## config.mk

```make
export PLATFORM = sky130hd
export DESIGN_NAME = pwm_capture
export DESIGN_NICKNAME = d
export VERILOG_FILES = /design/src/rtl/pwm_capture.sv
export SDC_FILE = /design/constraint.sdc
export NUM_CORES = 1
export LEC_CHECK = 0
export BUFFER_PORTS_ARGS = -buffer_cell sky130_fd_sc_hd__buf_4
export CELL_PAD_IN_SITES_DETAIL_PLACEMENT = 0
export CELL_PAD_IN_SITES_GLOBAL_PLACEMENT = 1
export CORE_MARGIN = 4
export CORE_UTILIZATION = 40
export DETAILED_ROUTE_END_ITERATION = 12
export PLACE_DENSITY = 0.76
export SLEW_MARGIN = 20
export SYNTH_ARGS = -nofsm -noshare
export SYNTH_HDL_FRONTEND = slang
export SYNTH_SLANG_ARGS = --single-unit
export TNS_END_PERCENT = 10
```

## constraint.sdc

```tcl
create_clock -name clk -period 2.4 [get_ports clk]
set_input_delay 0 -clock clk [delete_from_list [all_inputs] [get_ports clk]]
set_output_delay 0 -clock clk [all_outputs]
set_load 0.01 [all_outputs]
```

## src/rtl/pwm_capture.sv

```systemverilog
// PWM period / high-time capture. Counts prescaler ticks between edges of a
// synchronised PWM input and hands the result pair out through valid/ready.
module pwm_capture #(
  parameter int unsigned PRESCALE_TICKS = 600,
  parameter int unsigned CNT_W          = 16
) (
  input  logic             clk,
  input  logic             reset,
  input  logic             pwm_in,
  output logic [CNT_W-1:0] meas_period,
  output logic [CNT_W-1:0] meas_high,
  output logic             meas_valid,
  input  logic             meas_ready,
  input  logic             clr_flags,
  output logic             overrun,
  output logic             timeout
);

  localparam int unsigned PreW = (PRESCALE_TICKS > 1) ? $clog2(PRESCALE_TICKS) : 1;
  localparam logic [PreW-1:0]  PreMax = PreW'(PRESCALE_TICKS - 1);
  localparam logic [CNT_W-1:0] CntMax = {CNT_W{1'b1}};

  localparam logic [1:0] StIdle = 2'd0;
  localparam logic [1:0] StHigh = 2'd1;
  localparam logic [1:0] StLow  = 2'd2;

  logic             sync1_q, sync2_q, prev_q;
  logic [PreW-1:0]  pre_q, pre_d;
  logic [1:0]       state_q, state_d;
  logic [CNT_W-1:0] pcnt_q, pcnt_d;
  logic [CNT_W-1:0] hcnt_q, hcnt_d;
  logic [CNT_W-1:0] period_q, period_d;
  logic [CNT_W-1:0] high_q, high_d;
  logic             valid_q, valid_d;
  logic             overrun_q, overrun_d;
  logic             timeout_q, timeout_d;

  logic             rise, fall, tick;
  logic             capture, sat;
  logic [CNT_W-1:0] pcnt_inc;

  // Edge detect on the synchronised input.
  always_comb begin
    rise = sync2_q & ~prev_q;
    fall = ~sync2_q & prev_q;
  end

  // Prescaler: restarts on every rise so ticks fall at rise + k*PRESCALE_TICKS.
  // A tick coinciding with a rise closes the old period, not the new one.
  always_comb begin
    tick = (pre_q == PreMax);
    if (rise || tick) begin
      pre_d = '0;
    end else begin
      pre_d = pre_q + PreW'(1);
    end
  end

  // Measurement FSM: period and high-time counters, saturation to timeout.
  always_comb begin
    pcnt_inc = pcnt_q + {{(CNT_W-1){1'b0}}, tick};
    state_d  = state_q;
    pcnt_d   = pcnt_q;
    hcnt_d   = hcnt_q;
    capture  = 1'b0;
    sat      = 1'b0;
    case (state_q)
      StIdle: begin
        pcnt_d = '0;
        hcnt_d = '0;
        if (rise) state_d = StHigh;
      end
      StHigh, StLow: begin
        if (tick && (pcnt_q == CntMax)) begin
          sat     = 1'b1;
          state_d = StIdle;
          pcnt_d  = '0;
          hcnt_d  = '0;
        end else if ((state_q == StHigh) && fall) begin
          hcnt_d  = pcnt_inc;
          pcnt_d  = pcnt_inc;
          state_d = StLow;
        end else if ((state_q == StLow) && rise) begin
          capture = 1'b1;
          pcnt_d  = '0;
          state_d = StHigh;
        end else begin
          pcnt_d = pcnt_inc;
        end
      end
      default: begin
        state_d = StIdle;
        pcnt_d  = '0;
        hcnt_d  = '0;
      end
    endcase
  end

  // Output register slot and sticky flags; a set event beats clr_flags.
  always_comb begin
    period_d = period_q;
    high_d   = high_q;
    valid_d  = valid_q;
    if (capture && (!valid_q || meas_ready)) begin
      period_d = pcnt_inc;
      high_d   = hcnt_q;
      valid_d  = 1'b1;
    end else if (valid_q && meas_ready) begin
      valid_d = 1'b0;
    end

    if (capture && valid_q && !meas_ready) begin
      overrun_d = 1'b1;
    end else if (clr_flags) begin
      overrun_d = 1'b0;
    end else begin
      overrun_d = overrun_q;
    end

    if (sat) begin
      timeout_d = 1'b1;
    end else if (clr_flags) begin
      timeout_d = 1'b0;
    end else begin
      timeout_d = timeout_q;
    end
  end

  // State update with synchronous reset; synchroniser resets high.
  always_ff @(posedge clk) begin
    if (reset) begin
      sync1_q   <= 1'b1;
      sync2_q   <= 1'b1;
      prev_q    <= 1'b1;
      pre_q     <= '0;
      state_q   <= StIdle;
      pcnt_q    <= '0;
      hcnt_q    <= '0;
      period_q  <= '0;
      high_q    <= '0;
      valid_q   <= 1'b0;
      overrun_q <= 1'b0;
      timeout_q <= 1'b0;
    end else begin
      sync1_q   <= pwm_in;
      sync2_q   <= sync1_q;
      prev_q    <= sync2_q;
      pre_q     <= pre_d;
      state_q   <= state_d;
      pcnt_q    <= pcnt_d;
      hcnt_q    <= hcnt_d;
      period_q  <= period_d;
      high_q    <= high_d;
      valid_q   <= valid_d;
      overrun_q <= overrun_d;
      timeout_q <= timeout_d;
    end
  end

  assign meas_period = period_q;
  assign meas_high   = high_q;
  assign meas_valid  = valid_q;
  assign overrun     = overrun_q;
  assign timeout     = timeout_q;

endmodule

```

==> report_table.html <==
<table>
<tr><th>Metric</th><th>Value</th></tr>
<tr><th colspan="2">Status</th></tr>
<tr><td>Result of the run</td><td>finished clean</td></tr>
<tr><th colspan="2">Setup path</th></tr>
<tr><td>R2R Path Start</td><td>pre_q[0]</td></tr>
<tr><td>Register-to-register setup slack</td><td>0.21 ns</td></tr>
<tr><td>WP data required</td><td>approximately 2.7 ns</td></tr>
<tr><td>Kind of launch point of the worst setup path</td><td>register</td></tr>
<tr><td>Crit path buf inv count</td><td>3</td></tr>
<tr><td>Crit Path Max Fanout</td><td>8</td></tr>
<tr><td>Worst path top cell family by delay</td><td>buffers and inverters</td></tr>
<tr><td>Slowest cell delay on critical path</td><td>approximately 0.58 ns</td></tr>
<tr><td>Critical-path top delay cell</td><td>dlygate4sd3_1</td></tr>
<tr><td>Reg2Reg Capture Point</td><td>overrun</td></tr>
<tr><td>Reg2Reg Depth</td><td>9</td></tr>
<tr><td>Type of element capturing the critical path</td><td>register</td></tr>
<tr><td>Crit path DAT</td><td>roughly 2.5 ns</td></tr>
<tr><td>Worst-path cell chain</td><td>ha_2 &gt; and4b_1 &gt; nand4b_1 &gt; inv_2 &gt; a21boi_2 &gt; buf_6 &gt; nand3_1 &gt; a21oi_1 &gt; dlygate4sd3_1</td></tr>
<tr><td>WS Path Type</td><td>register to register</td></tr>
<tr><th colspan="2">CTS</th></tr>
<tr><td>Clock slew at reported path FFs</td><td>0.09 ns</td></tr>
<tr><td>Clock Sink Count</td><td>between 80 and 90</td></tr>
<tr><td>Insertion delay to the later sink of the worst-skew pair</td><td>0.36 ns</td></tr>
<tr><td>Root Buffer</td><td>clkbuf_8</td></tr>
<tr><td>Number of clock buffers inserted by TritonCTS</td><td>9</td></tr>
<tr><td>CTS tree</td><td>yes</td></tr>
<tr><td>Clk buf depth</td><td>2</td></tr>
<tr><td>CTS HTree Levels</td><td>3</td></tr>
<tr><th colspan="2">Final layout</th></tr>
<tr><td>Most common cell after layout, fill and taps aside</td><td>dfxtp_1</td></tr>
<tr><td>Area delta synth-&gt;final</td><td>20.4%</td></tr>
<tr><td>Most frequent cells in the layout</td><td>dfxtp_1 (81), buf_4 (52), nor2_1 (47), a21oi_1 (36), nand3_1 (33)</td></tr>
<tr><td>Fin nets</td><td>about 420</td></tr>
<tr><td>Layout cell share with drive strength beyond 1</td><td>between 20% and 30%</td></tr>
<tr><td>Number of antenna repair diodes</td><td>0</td></tr>
<tr><td>Final Instance Area</td><td>4010 um^2</td></tr>
<tr><th colspan="2">STA</th></tr>
<tr><td>Pins Over Slew Limit</td><td>0</td></tr>
<tr><td>Setup violations, final</td><td>0</td></tr>
<tr><td>Smallest hold slack</td><td>just over 0.09 ns</td></tr>
<tr><td>Period utilisation layout</td><td>91.4%</td></tr>
<tr><td>Transition at the pin with the smallest max-transition slack</td><td>between 0.5 and 0.6 ns</td></tr>
<tr><td>Fmax achieved</td><td>roughly 460 MHz</td></tr>
<tr><td>Final Hold Viols</td><td>0</td></tr>
<tr><td>Remaining max-slew budget at the tightest pin</td><td>approximately 66%</td></tr>
<tr><td>Final worst setup slack</td><td>roughly 0.21 ns</td></tr>
<tr><td>Clock tree skew after final layout</td><td>between 0.01 and 0.015 ns</td></tr>
<tr><td>Shortest period the worst path allows</td><td>~2.2 ns</td></tr>
<tr><th colspan="2">Global routing</th></tr>
<tr><td>GR met3 Demand/Resource</td><td>just over 4%</td></tr>
<tr><td>GR Layer Usage met2</td><td>between 20% and 30%</td></tr>
<tr><td>Largest net degree at the start of global routing</td><td>between 40 and 50</td></tr>
<tr><td>Met1 track demand over resource in global routing</td><td>between 20% and 30%</td></tr>
<tr><td>Wire length of the first global-routing pass</td><td>between 10,000 and 15,000 um</td></tr>
<tr><td>GRT Util Overall</td><td>16.6%</td></tr>
<tr><td>Layer with the highest usage</td><td>met2</td></tr>
<tr><td>Antenna violations before repair</td><td>0</td></tr>
<tr><td>Vias in the first global route</td><td>between 2,000 and 3,000</td></tr>
<tr><td>Total global routing overflow</td><td>0</td></tr>
<tr><th colspan="2">Synth</th></tr>
<tr><td>Post-synthesis cell area</td><td>approximately 3300 um^2</td></tr>
<tr><td>Net count of the mapped netlist</td><td>370</td></tr>
<tr><td>Per-instance average area after synthesis</td><td>around 9.3 um^2</td></tr>
<tr><td>Synthesis Warnings</td><td>0</td></tr>
<tr><td>Count of state elements after synthesis</td><td>82</td></tr>
<tr><td>Post-synth EDFFs</td><td>0</td></tr>
<tr><td>Post-Syn Instances</td><td>around 360</td></tr>
<tr><td>Share of flip-flops with an asynchronous set or reset after synthesis</td><td>0%</td></tr>
<tr><td>Top flip-flop cell by instance count after synthesis</td><td>dfxtp_1</td></tr>
<tr><td>Share of synthesized area occupied by flip-flops and latches</td><td>49.3%</td></tr>
<tr><td>Library cells used by synthesis</td><td>40</td></tr>
<tr><th colspan="2">Drt</th></tr>
<tr><td>Average wire length per cell after detail routing</td><td>~15 um</td></tr>
<tr><td>Vias after detailed routing</td><td>~2,700</td></tr>
<tr><td>Vias/cell</td><td>between 5 and 6</td></tr>
<tr><td>Count of routing violations after the opening detailed-route iteration</td><td>around 100</td></tr>
<tr><td>Detailed-route DRC error count</td><td>0</td></tr>
<tr><td>ANT nets after route</td><td>0</td></tr>
<tr><td>Total Routed Length</td><td>7660 um</td></tr>
<tr><td>Number of search-and-repair iterations in the first detailed-routing pass</td><td>5</td></tr>
<tr><th colspan="2">Floorplan</th></tr>
<tr><td>Core Region</td><td>approximately 8000 um^2</td></tr>
<tr><td>Floorplan die width</td><td>about 99 um</td></tr>
<tr><td>Number of ports placed on the die boundary</td><td>40</td></tr>
<tr><td>FP Rows</td><td>33</td></tr>
<tr><td>Overall die area</td><td>9840 um^2</td></tr>
<tr><td>Initial Util</td><td>between 40% and 50%</td></tr>
<tr><td>Die Y</td><td>approximately 100 um</td></tr>
<tr><th colspan="2">Power and ir drop</th></tr>
<tr><td>Areal power density over the cells</td><td>594 nW/um^2</td></tr>
<tr><td>Leakage dissipation</td><td>1.39 nW</td></tr>
<tr><td>Final total power</td><td>about 2.4 mW</td></tr>
<tr><td>Maximum vdd drop</td><td>between 0.2 and 0.3 mV</td></tr>
<tr><th colspan="2">Hold path</th></tr>
<tr><td>Number of cells on the worst hold path</td><td>2</td></tr>
<tr><td>Hold Path Origin</td><td>reset</td></tr>
<tr><td>Min-Delay Endpoint</td><td>state_q[1]</td></tr>
<tr><td>Kind of path behind the tightest hold check</td><td>input pin to register</td></tr>
<tr><th colspan="2">Placed design</th></tr>
<tr><td>Area after detailed placement</td><td>3710 um^2</td></tr>
<tr><td>Port bufs</td><td>39</td></tr>
<tr><td>Worst slack, placed</td><td>around 0.075 ns</td></tr>
<tr><td>Final RePlAce weighted congestion</td><td>0.835</td></tr>
<tr><td>Half-perimeter wire length of the detailed placement result</td><td>just over 5000 um</td></tr>
<tr><th colspan="2">Run</th></tr>
<tr><td>Max-capacitance violation count</td><td>0</td></tr>
</table>
-- worst max path at each step --
stage,depth (start not counted),slack [ns],startpoint,to
after floorplan,10,0.34,pre_q[0],hcnt_q[9]
after global placement,10,0.10,pre_q[0],hcnt_q[9]
after detailed placement,10,0.08,pre_q[0],hcnt_q[9]
after CTS,10,0.04,pre_q[0],meas_period[9]
after global routing,9,-0.005,pre_q[1],hcnt_q[13]
final,9,0.21,pre_q[0],overrun
-- layer usage --
layer	routed length (um)	share of wire (%)
met1	3760	49
met4	71	0.93
met2	3430	45
met5	0	0
met3	393	5.1
-- report_power, final --
part	leakage (nW)	switching [mW]	internal, mW	total [mW]
Sequential	0.662	0.00664	1.37	1.37
Combinational	0.637	0.0454	0.0256	0.0710
Clock	0.0872	0.545	0.392	0.937
Total	1.39	0.597	1.78	2.38
-- through the flow --
| step | utilization (%) | cells | TNS (ns) |
|---|---|---|---|
| 2_1_floorplan | - | 358 | 0 |
| 3_3_place_gp | 45.7 | 491 | 0 |
| 3_5_place_dp | 45.7 | 491 | 0 |
| 4_1_cts | 48.4 | 511 | 0 |
| 5_1_grt | 49.3 | 514 | -0.00484 |
| 6_report | 49.3 | 514 | 0 |
-- logic make-up after synthesis --
family / after synthesis / share of synthesized area, %
fa+ha+maj: 7 / 2.63
flops: 82 / 49.3
compound gates: 91 / 18.0
xor+xnor: 22 / 5.79
buf+inv: 30 / 4.62
simple gates: 126 / 19.6
-- Yosys cell counts, drive strengths merged (3+ instances only) --
cell / n / area (um^2)
inv: 8 / 30.0
and2: 3 / 18.8
xor2: 12 / 105
clkbuf: 12 / 45.0
ha: 7 / 87.6
o21ai: 20 / 100
buf: 10 / 78.8
nand2: 12 / 45.0
xnor2: 10 / 87.6
a211oi: 28 / 260
nand3: 35 / 188
or2: 4 / 25.0
and4: 7 / 66.3
a21oi: 36 / 180
dfxtp: 82 / 1640
nor2: 50 / 195
-- sequential cells by signal (all words and copies together) (netlist names) --
register and count:
timeout 1, pre_q 10, meas_high 16, prev_q 1, state_q 2, hcnt_q 16
overrun 1, meas_valid 1, pcnt_q 16, meas_period 16, sync1_q 1, sync2_q 1
-- timing repair --
item | in CTS | in global routing
hold endpoints to repair | 4 | 0
hold buffers | 4 | 0
buffers inserted | 0 | 3
endpoints found under the setup margin | 0 | 28
resized for setup | 0 | 11
-- area by class of cell --
cell class / instances / area (um^2)
fillers: 770 / 4130
multi-input cells: 246 / 1580
repair buffers: 57 / 442
flip-flops and latches: 82 / 1640
well taps: 105 / 131
clock buffers: 9 / 124
inverters: 8 / 30.0
clock inverters: 7 / 58.8
Note: power is estimated with default switching activity, not from simulation.
